`src/rtl/imem_load_if.sv`:
```
// Bundles the UART word-assembler, CPU fetch and instruction-memory signals
// of the instruction-memory load controller.
interface imem_load_if;
  logic        w_ready_rx;
  logic [31:0] instr_data_rx;
  logic [31:0] addr_rx;
  logic        cpu_req;
  logic [31:0] cpu_addr;
  logic        pos_instr_w;
  logic        neg_instr_w;
  logic        mem_en;
  logic        mem_we;
  logic [31:0] mem_addr;
  logic [31:0] mem_wdata;
  logic        cpu_stall;
  logic        cpu_hold_rst;
  logic        load_active;
  logic [15:0] word_cnt;
  logic        err_misaligned;

  modport master (
    output w_ready_rx, instr_data_rx, addr_rx, cpu_req, cpu_addr,
    input  pos_instr_w, neg_instr_w, mem_en, mem_we, mem_addr, mem_wdata,
           cpu_stall, cpu_hold_rst, load_active, word_cnt, err_misaligned
  );

  modport slave (
    input  w_ready_rx, instr_data_rx, addr_rx, cpu_req, cpu_addr,
    output pos_instr_w, neg_instr_w, mem_en, mem_we, mem_addr, mem_wdata,
           cpu_stall, cpu_hold_rst, load_active, word_cnt, err_misaligned
  );
endinterface

```
`src/rtl/imem_load_ctrl.sv`:
```
// Instruction-memory load controller: while the board switch is up, UART words
// are written into instruction memory with the CPU frozen, then the CPU is released.
module imem_load_ctrl #(
  parameter int RELEASE_CYCLES = 4,
  parameter int SYNC_STAGES    = 2
) (
  input  logic    clk,
  input  logic    rst,
  input  logic    load_sw,
  imem_load_if.slave bus
);

  localparam int CW = (RELEASE_CYCLES < 1) ? 1 : $clog2(RELEASE_CYCLES + 1);
  localparam logic [CW-1:0] REL_LOAD = CW'(RELEASE_CYCLES);
  localparam logic [15:0]   CNT_MAX  = 16'hFFFF;

  typedef enum logic [1:0] {RUN, LOAD, WRITE, HOLD} state_t;

  state_t                 state_reg, state_next;
  logic [SYNC_STAGES-1:0] sync_chain_reg;
  logic [SYNC_STAGES-1:0] sync_valid_reg;
  logic                   sync_hist_reg;
  logic                   armed_reg;
  logic [31:0]            addr_reg, addr_next;
  logic [31:0]            data_reg, data_next;
  logic [15:0]            cnt_reg, cnt_next;
  logic                   err_reg, err_next;
  logic                   pend_reg, pend_next;
  logic [CW-1:0]          rel_reg, rel_next;

  logic sync_lvl;
  logic sync_rise;
  logic sync_fall;

  logic        pos_w, neg_w, en_w, we_w, stall_w, hold_w, active_w;
  logic [31:0] maddr_w, wdata_w;

  assign sync_lvl  = sync_chain_reg[SYNC_STAGES-1];
  // A rise only counts once a genuine low has been seen since reset, so a
  // switch left high across a reset cannot restart a session.
  assign sync_rise = sync_lvl & ~sync_hist_reg & armed_reg;
  assign sync_fall = ~sync_lvl & sync_hist_reg;

  always_ff @(posedge clk or posedge rst) begin
    if (rst) begin
      sync_chain_reg <= '0;
      sync_valid_reg <= '0;
      sync_hist_reg  <= 1'b0;
      armed_reg      <= 1'b0;
    end else begin
      sync_chain_reg[0] <= load_sw;
      sync_valid_reg[0] <= 1'b1;
      for (int i = 1; i < SYNC_STAGES; i++) begin
        sync_chain_reg[i] <= sync_chain_reg[i-1];
        sync_valid_reg[i] <= sync_valid_reg[i-1];
      end
      sync_hist_reg <= sync_lvl;
      if (sync_valid_reg[SYNC_STAGES-1] && !sync_lvl) begin
        armed_reg <= 1'b1;
      end
    end
  end

  always_ff @(posedge clk or posedge rst) begin
    if (rst) begin
      state_reg <= RUN;
      addr_reg  <= '0;
      data_reg  <= '0;
      cnt_reg   <= '0;
      err_reg   <= 1'b0;
      pend_reg  <= 1'b0;
      rel_reg   <= '0;
    end else begin
      state_reg <= state_next;
      addr_reg  <= addr_next;
      data_reg  <= data_next;
      cnt_reg   <= cnt_next;
      err_reg   <= err_next;
      pend_reg  <= pend_next;
      rel_reg   <= rel_next;
    end
  end

  always_comb begin
    state_next = state_reg;
    addr_next  = addr_reg;
    data_next  = data_reg;
    cnt_next   = cnt_reg;
    err_next   = err_reg;
    pend_next  = pend_reg;
    rel_next   = rel_reg;
    pos_w      = 1'b0;
    neg_w      = 1'b0;
    en_w       = 1'b0;
    we_w       = 1'b0;
    maddr_w    = '0;
    wdata_w    = '0;
    stall_w    = 1'b1;
    hold_w     = 1'b1;
    active_w   = 1'b0;

    case (state_reg)
      RUN: begin
        stall_w = 1'b0;
        hold_w  = 1'b0;
        en_w    = bus.cpu_req;
        maddr_w = bus.cpu_addr;
        if (sync_rise) begin
          pos_w      = 1'b1;
          cnt_next   = '0;
          err_next   = 1'b0;
          pend_next  = 1'b0;
          state_next = LOAD;
        end
      end
      LOAD: begin
        active_w = 1'b1;
        // A word arriving together with the end request is written first;
        // the end is remembered and served on the next LOAD cycle.
        if (bus.w_ready_rx) begin
          addr_next  = bus.addr_rx;
          data_next  = bus.instr_data_rx;
          state_next = WRITE;
          if (sync_fall) begin
            pend_next = 1'b1;
          end
        end else if (sync_fall || pend_reg) begin
          neg_w      = 1'b1;
          pend_next  = 1'b0;
          rel_next   = REL_LOAD;
          state_next = HOLD;
        end
      end
      WRITE: begin
        active_w = 1'b1;
        en_w     = 1'b1;
        we_w     = 1'b1;
        maddr_w  = {addr_reg[31:2], 2'b00};
        wdata_w  = data_reg;
        if (cnt_reg != CNT_MAX) begin
          cnt_next = cnt_reg + 16'd1;
        end
        if (addr_reg[1:0] != 2'b00) begin
          err_next = 1'b1;
        end
        if (sync_fall) begin
          pend_next = 1'b1;
        end
        state_next = LOAD;
      end
      HOLD: begin
        if (sync_rise) begin
          pos_w      = 1'b1;
          cnt_next   = '0;
          err_next   = 1'b0;
          rel_next   = '0;
          state_next = LOAD;
        end else if (rel_reg <= CW'(1)) begin
          // Last held cycle: the CPU comes out of reset on the next one.
          rel_next   = '0;
          state_next = RUN;
        end else begin
          rel_next = rel_reg - CW'(1);
        end
      end
      default: state_next = RUN;
    endcase
  end

  assign bus.pos_instr_w    = pos_w;
  assign bus.neg_instr_w    = neg_w;
  assign bus.mem_en         = en_w;
  assign bus.mem_we         = we_w;
  assign bus.mem_addr       = maddr_w;
  assign bus.mem_wdata      = wdata_w;
  assign bus.cpu_stall      = stall_w;
  assign bus.cpu_hold_rst   = hold_w;
  assign bus.load_active    = active_w;
  assign bus.word_cnt       = cnt_reg;
  assign bus.err_misaligned = err_reg;

endmodule

```
`src/flat_wrapper.sv`:
```
// flat-port wrapper written by rule: the top's interface ports become plain ports
module imem_load_ctrl_flat 
#(
  parameter int RELEASE_CYCLES = 4,
  parameter int SYNC_STAGES    = 2
)
  (clk, rst, load_sw, bus_w_ready_rx, bus_instr_data_rx, bus_addr_rx, bus_cpu_req, bus_cpu_addr, bus_pos_instr_w, bus_neg_instr_w, bus_mem_en, bus_mem_we, bus_mem_addr, bus_mem_wdata, bus_cpu_stall, bus_cpu_hold_rst, bus_load_active, bus_word_cnt, bus_err_misaligned);
  imem_load_if bus_i ();
  input  logic clk;
  input  logic rst;
  input  logic load_sw;
  input wire logic [$bits(bus_i.w_ready_rx)-1:0] bus_w_ready_rx;
  input wire logic [$bits(bus_i.instr_data_rx)-1:0] bus_instr_data_rx;
  input wire logic [$bits(bus_i.addr_rx)-1:0] bus_addr_rx;
  input wire logic [$bits(bus_i.cpu_req)-1:0] bus_cpu_req;
  input wire logic [$bits(bus_i.cpu_addr)-1:0] bus_cpu_addr;
  output wire logic [$bits(bus_i.pos_instr_w)-1:0] bus_pos_instr_w;
  output wire logic [$bits(bus_i.neg_instr_w)-1:0] bus_neg_instr_w;
  output wire logic [$bits(bus_i.mem_en)-1:0] bus_mem_en;
  output wire logic [$bits(bus_i.mem_we)-1:0] bus_mem_we;
  output wire logic [$bits(bus_i.mem_addr)-1:0] bus_mem_addr;
  output wire logic [$bits(bus_i.mem_wdata)-1:0] bus_mem_wdata;
  output wire logic [$bits(bus_i.cpu_stall)-1:0] bus_cpu_stall;
  output wire logic [$bits(bus_i.cpu_hold_rst)-1:0] bus_cpu_hold_rst;
  output wire logic [$bits(bus_i.load_active)-1:0] bus_load_active;
  output wire logic [$bits(bus_i.word_cnt)-1:0] bus_word_cnt;
  output wire logic [$bits(bus_i.err_misaligned)-1:0] bus_err_misaligned;
  assign bus_i.w_ready_rx = bus_w_ready_rx;
  assign bus_i.instr_data_rx = bus_instr_data_rx;
  assign bus_i.addr_rx = bus_addr_rx;
  assign bus_i.cpu_req = bus_cpu_req;
  assign bus_i.cpu_addr = bus_cpu_addr;
  assign bus_pos_instr_w = bus_i.pos_instr_w;
  assign bus_neg_instr_w = bus_i.neg_instr_w;
  assign bus_mem_en = bus_i.mem_en;
  assign bus_mem_we = bus_i.mem_we;
  assign bus_mem_addr = bus_i.mem_addr;
  assign bus_mem_wdata = bus_i.mem_wdata;
  assign bus_cpu_stall = bus_i.cpu_stall;
  assign bus_cpu_hold_rst = bus_i.cpu_hold_rst;
  assign bus_load_active = bus_i.load_active;
  assign bus_word_cnt = bus_i.word_cnt;
  assign bus_err_misaligned = bus_i.err_misaligned;
  imem_load_ctrl #(.RELEASE_CYCLES(RELEASE_CYCLES), .SYNC_STAGES(SYNC_STAGES)) u_core (.clk(clk), .rst(rst), .load_sw(load_sw), .bus(bus_i));
endmodule
```
`config.mk`:
```
export PLATFORM = sky130hd
export DESIGN_NAME = imem_load_ctrl_flat
export DESIGN_NICKNAME = d
export VERILOG_FILES = /design/src/rtl/imem_load_if.sv /design/src/rtl/imem_load_ctrl.sv /design/src/flat_wrapper.sv
export SDC_FILE = /design/constraint.sdc
export NUM_CORES = 1
export LEC_CHECK = 0
export ABC_AREA = 0
export ABC_CLOCK_PERIOD_IN_PS = 6050
export CAP_MARGIN = 15
export CORE_AREA = 2 2 115 94
export DETAILED_ROUTE_END_ITERATION = 16
export DIE_AREA = 0 0 117 96
export PLACE_DENSITY = 0.95
export REMOVE_ABC_BUFFERS = 1
export SETUP_SLACK_MARGIN = 0.4
export SLEW_MARGIN = 10
export SYNTH_ARGS = -nofsm -noshare
export SYNTH_HDL_FRONTEND = slang
export SYNTH_SLANG_ARGS = --single-unit
```
`constraint.sdc`:
```
create_clock -name clk -period 6.05 [get_ports clk]
set_input_delay 1.21 -clock clk [delete_from_list [all_inputs] [get_ports clk]]
set_output_delay 1.21 -clock clk [all_outputs]
set_load 0.03 [all_outputs]
```
==> metrics.txt <==
top_reg_cell synth dfrtp_1; CTS Hold Bufs 0; vias in the first global route 4,151; worst endpoint required time 4.84 ns; drt initial violations 285; Sw Pwr 1289 uW; initial antenna violation count 0; Area Overhead vs Synth 48.17%; TritonCTS clock tree done; Reg2Reg Depth 6; height of the die 96 um; Combinational Power Share 0.525; Mapped Area 4649 um2; Worst-Skew Late Latency 0.33 ns; Crit path arrival time 2.99 ns; Post-synth EDFFs 0; I/O Pins 189; share of cells above drive strength 1 0.1793; fin crit share 0.6938; Synth top cells by count 93 x dfrtp_1, 64 x mux2_2, 34 x and2_1; max_cap viols 0; post-layout min period 4.197 ns; RR Startpoint u_core.state_reg[1]; Initial Util 0.4596; worst flop-to-flop path endpoint u_core.bus.word_cnt[15]; Synth Area in Simple Gates 0.1138; critical path class in -> out; static leakage 0.002866 uW; Cells after DPL 695; FF+latch count, synth 93; layout net count 676; largest net degree at the start of global routing 68; worst slack, placed 1.869 ns; Synth area leader dfrtp_1; area share of fa/ha/maj cells after synthesis 0.02153; Hold Crit Start u_core.sync_chain_reg[0]; synth warn 0; Fmax 238.2 MHz; Power, Total 3246 uW; Seq/Total Area, Yosys 0.5005; DR WL/cell 18.62 um; r2r setup slk 3.63 ns; hold slack 0.3457 ns; Longest Clk Path Bufs 2; final setup vio count 0; crit-path max FO 5; clock sink count 93; Slew headroom 0.4646; Resize count post-CTS 0; WL final 13.20 mm; largest family of logic cells by synthesized area multiplexers; Final Hold Vio Count 0; First-pass DRT Iterations 4; mux share of post-synthesis cell area 0.1658; Setup TNS 0 ns; post-synthesis xor/xnor area fraction 0; post-synth top area share 0.5005; startpoint types input pin; Netlist cell types 55; worst slew pin tran 0.8032 ns; worst hold path depth 0; CTS buffer count 9; sequential share of power 0.320; top-count cell post-synth dfrtp_1; Power Internal 1957 uW; H-tree levels 3; Critical Path End Type output pin; sw frac 0.3970; gpl congestion 0.8797; Avg Cell Area, Syn 11.92 um2; total congestion overflow 0; ranking of synthesized cells by area dfrtp_1 50%, mux2_2 16%, a22o_1 6.0%; die area 11,230 um2; Routed Antenna Nets 0; Synth Area in Compound Gates 0.1588; status finished clean; # diodes 0; first-pass GRT wire length 20.74 mm; detailed-placement wirelength estimate 9.390 mm; # fillers 713; Clock Power Share 0.155; Hold Path Class reg -> reg; DRC Markers 0; Core ar. 10,120 um2; Die Span X 117 um; Final Slew Violations 0; Syn Inst Count 390; total vias in the final route 3,914; PwrDens 471.2 nW/um2; Root Buffer clkbuf_16; hold endpoint u_core.sync_chain_reg[1]; row count 33; total global routing track utilization 0.2405; RSZ-0062 raised after global routing no; fin worst setup slack 1.853 ns; Vias/cell 5.520; Port-buffer cells 188; post-CTS setup buffers 0; post-route insts no fill 709; worst clock skew 0.005053 ns; clk slew on worst S/H paths 0.06 ns; VDD IR-drop max 0.2921 mV; Async SR Flop Fraction 1.000
-- critical path, cell delays in order --
cell and delay (ns):
clkdlybuf4s50_1 0.47, nor2b_1 0.28, o21ai_0 0.27, inv_1 0.10
clkdlybuf4s50_1 0.66
-- worst max-delay path by stage --
stage | slack [ns] | to | from
floorplan | 2.42 | u_core.addr_reg[0] | rst
global placement | 1.99 | bus_neg_instr_w | bus_w_ready_rx
finish | 1.85 | bus_neg_instr_w | bus_w_ready_rx
detailed placement | 1.87 | bus_neg_instr_w | bus_w_ready_rx
CTS | 1.85 | bus_neg_instr_w | bus_w_ready_rx
global route | 1.77 | bus_neg_instr_w | bus_w_ready_rx
-- power groups by stage --
stage               logic [uW]  clock network, uW  registers, uW
floorplan                 1080                  0           1020
global placement          1630                  0           1020
detailed placement        1680                  0           1050
CTS                       1700                516           1040
global route              1810                541           1070
finish                    1700                503           1040
-- cell families after synthesis --
group                      after synthesis
AOI/OAI and AO/OA                       91
adders and majority gates                8
buffers and inverters                   40
DFF                                     93
muxes                                   69
other                                    1
and+or+nand+nor                         88
-- placed cells by master (no fill, tap or decap), types with 2 or more instances in the layout --
master / n
a211o_1: 2
a211o_2: 2
a211oi_1: 6
a21o_1: 5
a21o_2: 2
a21oi_1: 5
a22o_1: 32
a22oi_1: 2
a2bb2oi_1: 2
and2_1: 34
and3_1: 2
buf_4: 3
clkbuf_16: 9
clkdlybuf4s50_1: 188
clkinv_2: 4
dfrtp_1: 93
ha_1: 7
inv_1: 13
mux2_2: 64
mux2i_1: 5
nand2_1: 14
nand2b_1: 3
nand3_1: 5
nand3_2: 2
nand4_1: 2
nand4b_1: 2
nor2_1: 7
nor2b_1: 2
nor3_1: 2
nor4_1: 3
o211ai_1: 3
o21a_1: 2
o21ai_0: 9
o22a_2: 5
o2bb2ai_1: 3
o41ai_1: 2
or4_1: 3
-- through the flow --
stage | util | area, um2
after detailed placement | 0.6532 | 6608
final | 0.6810 | 6889
after CTS | 0.6783 | 6862
after global placement | 0.6532 | 6608
after floorplan | - | 4522
after global routing | 0.6810 | 6889
-- per-layer routing --
metal  track usage  vias to the layer above  share of wire
met2        0.4326                      171           0.53
met3       0.09509                       20          0.090
met4       0.05980                        0          0.014
met5             0                        -              0
li1              -                     1767              -
met1        0.2675                     1956           0.37
-- layout make-up --
cell class,count,area (um2),area share
multi-input combinational,257,2147,0.3117
tap,140,175.2,0.02543
timing repair buffer,192,1932,0.2804
inverter,14,53.80,0.007810
sequential,93,2327,0.3378
clock inverter,3,15.01,0.002179
clock buffer,10,239.0,0.03469
Note: power is estimated with default switching activity, not from simulation.
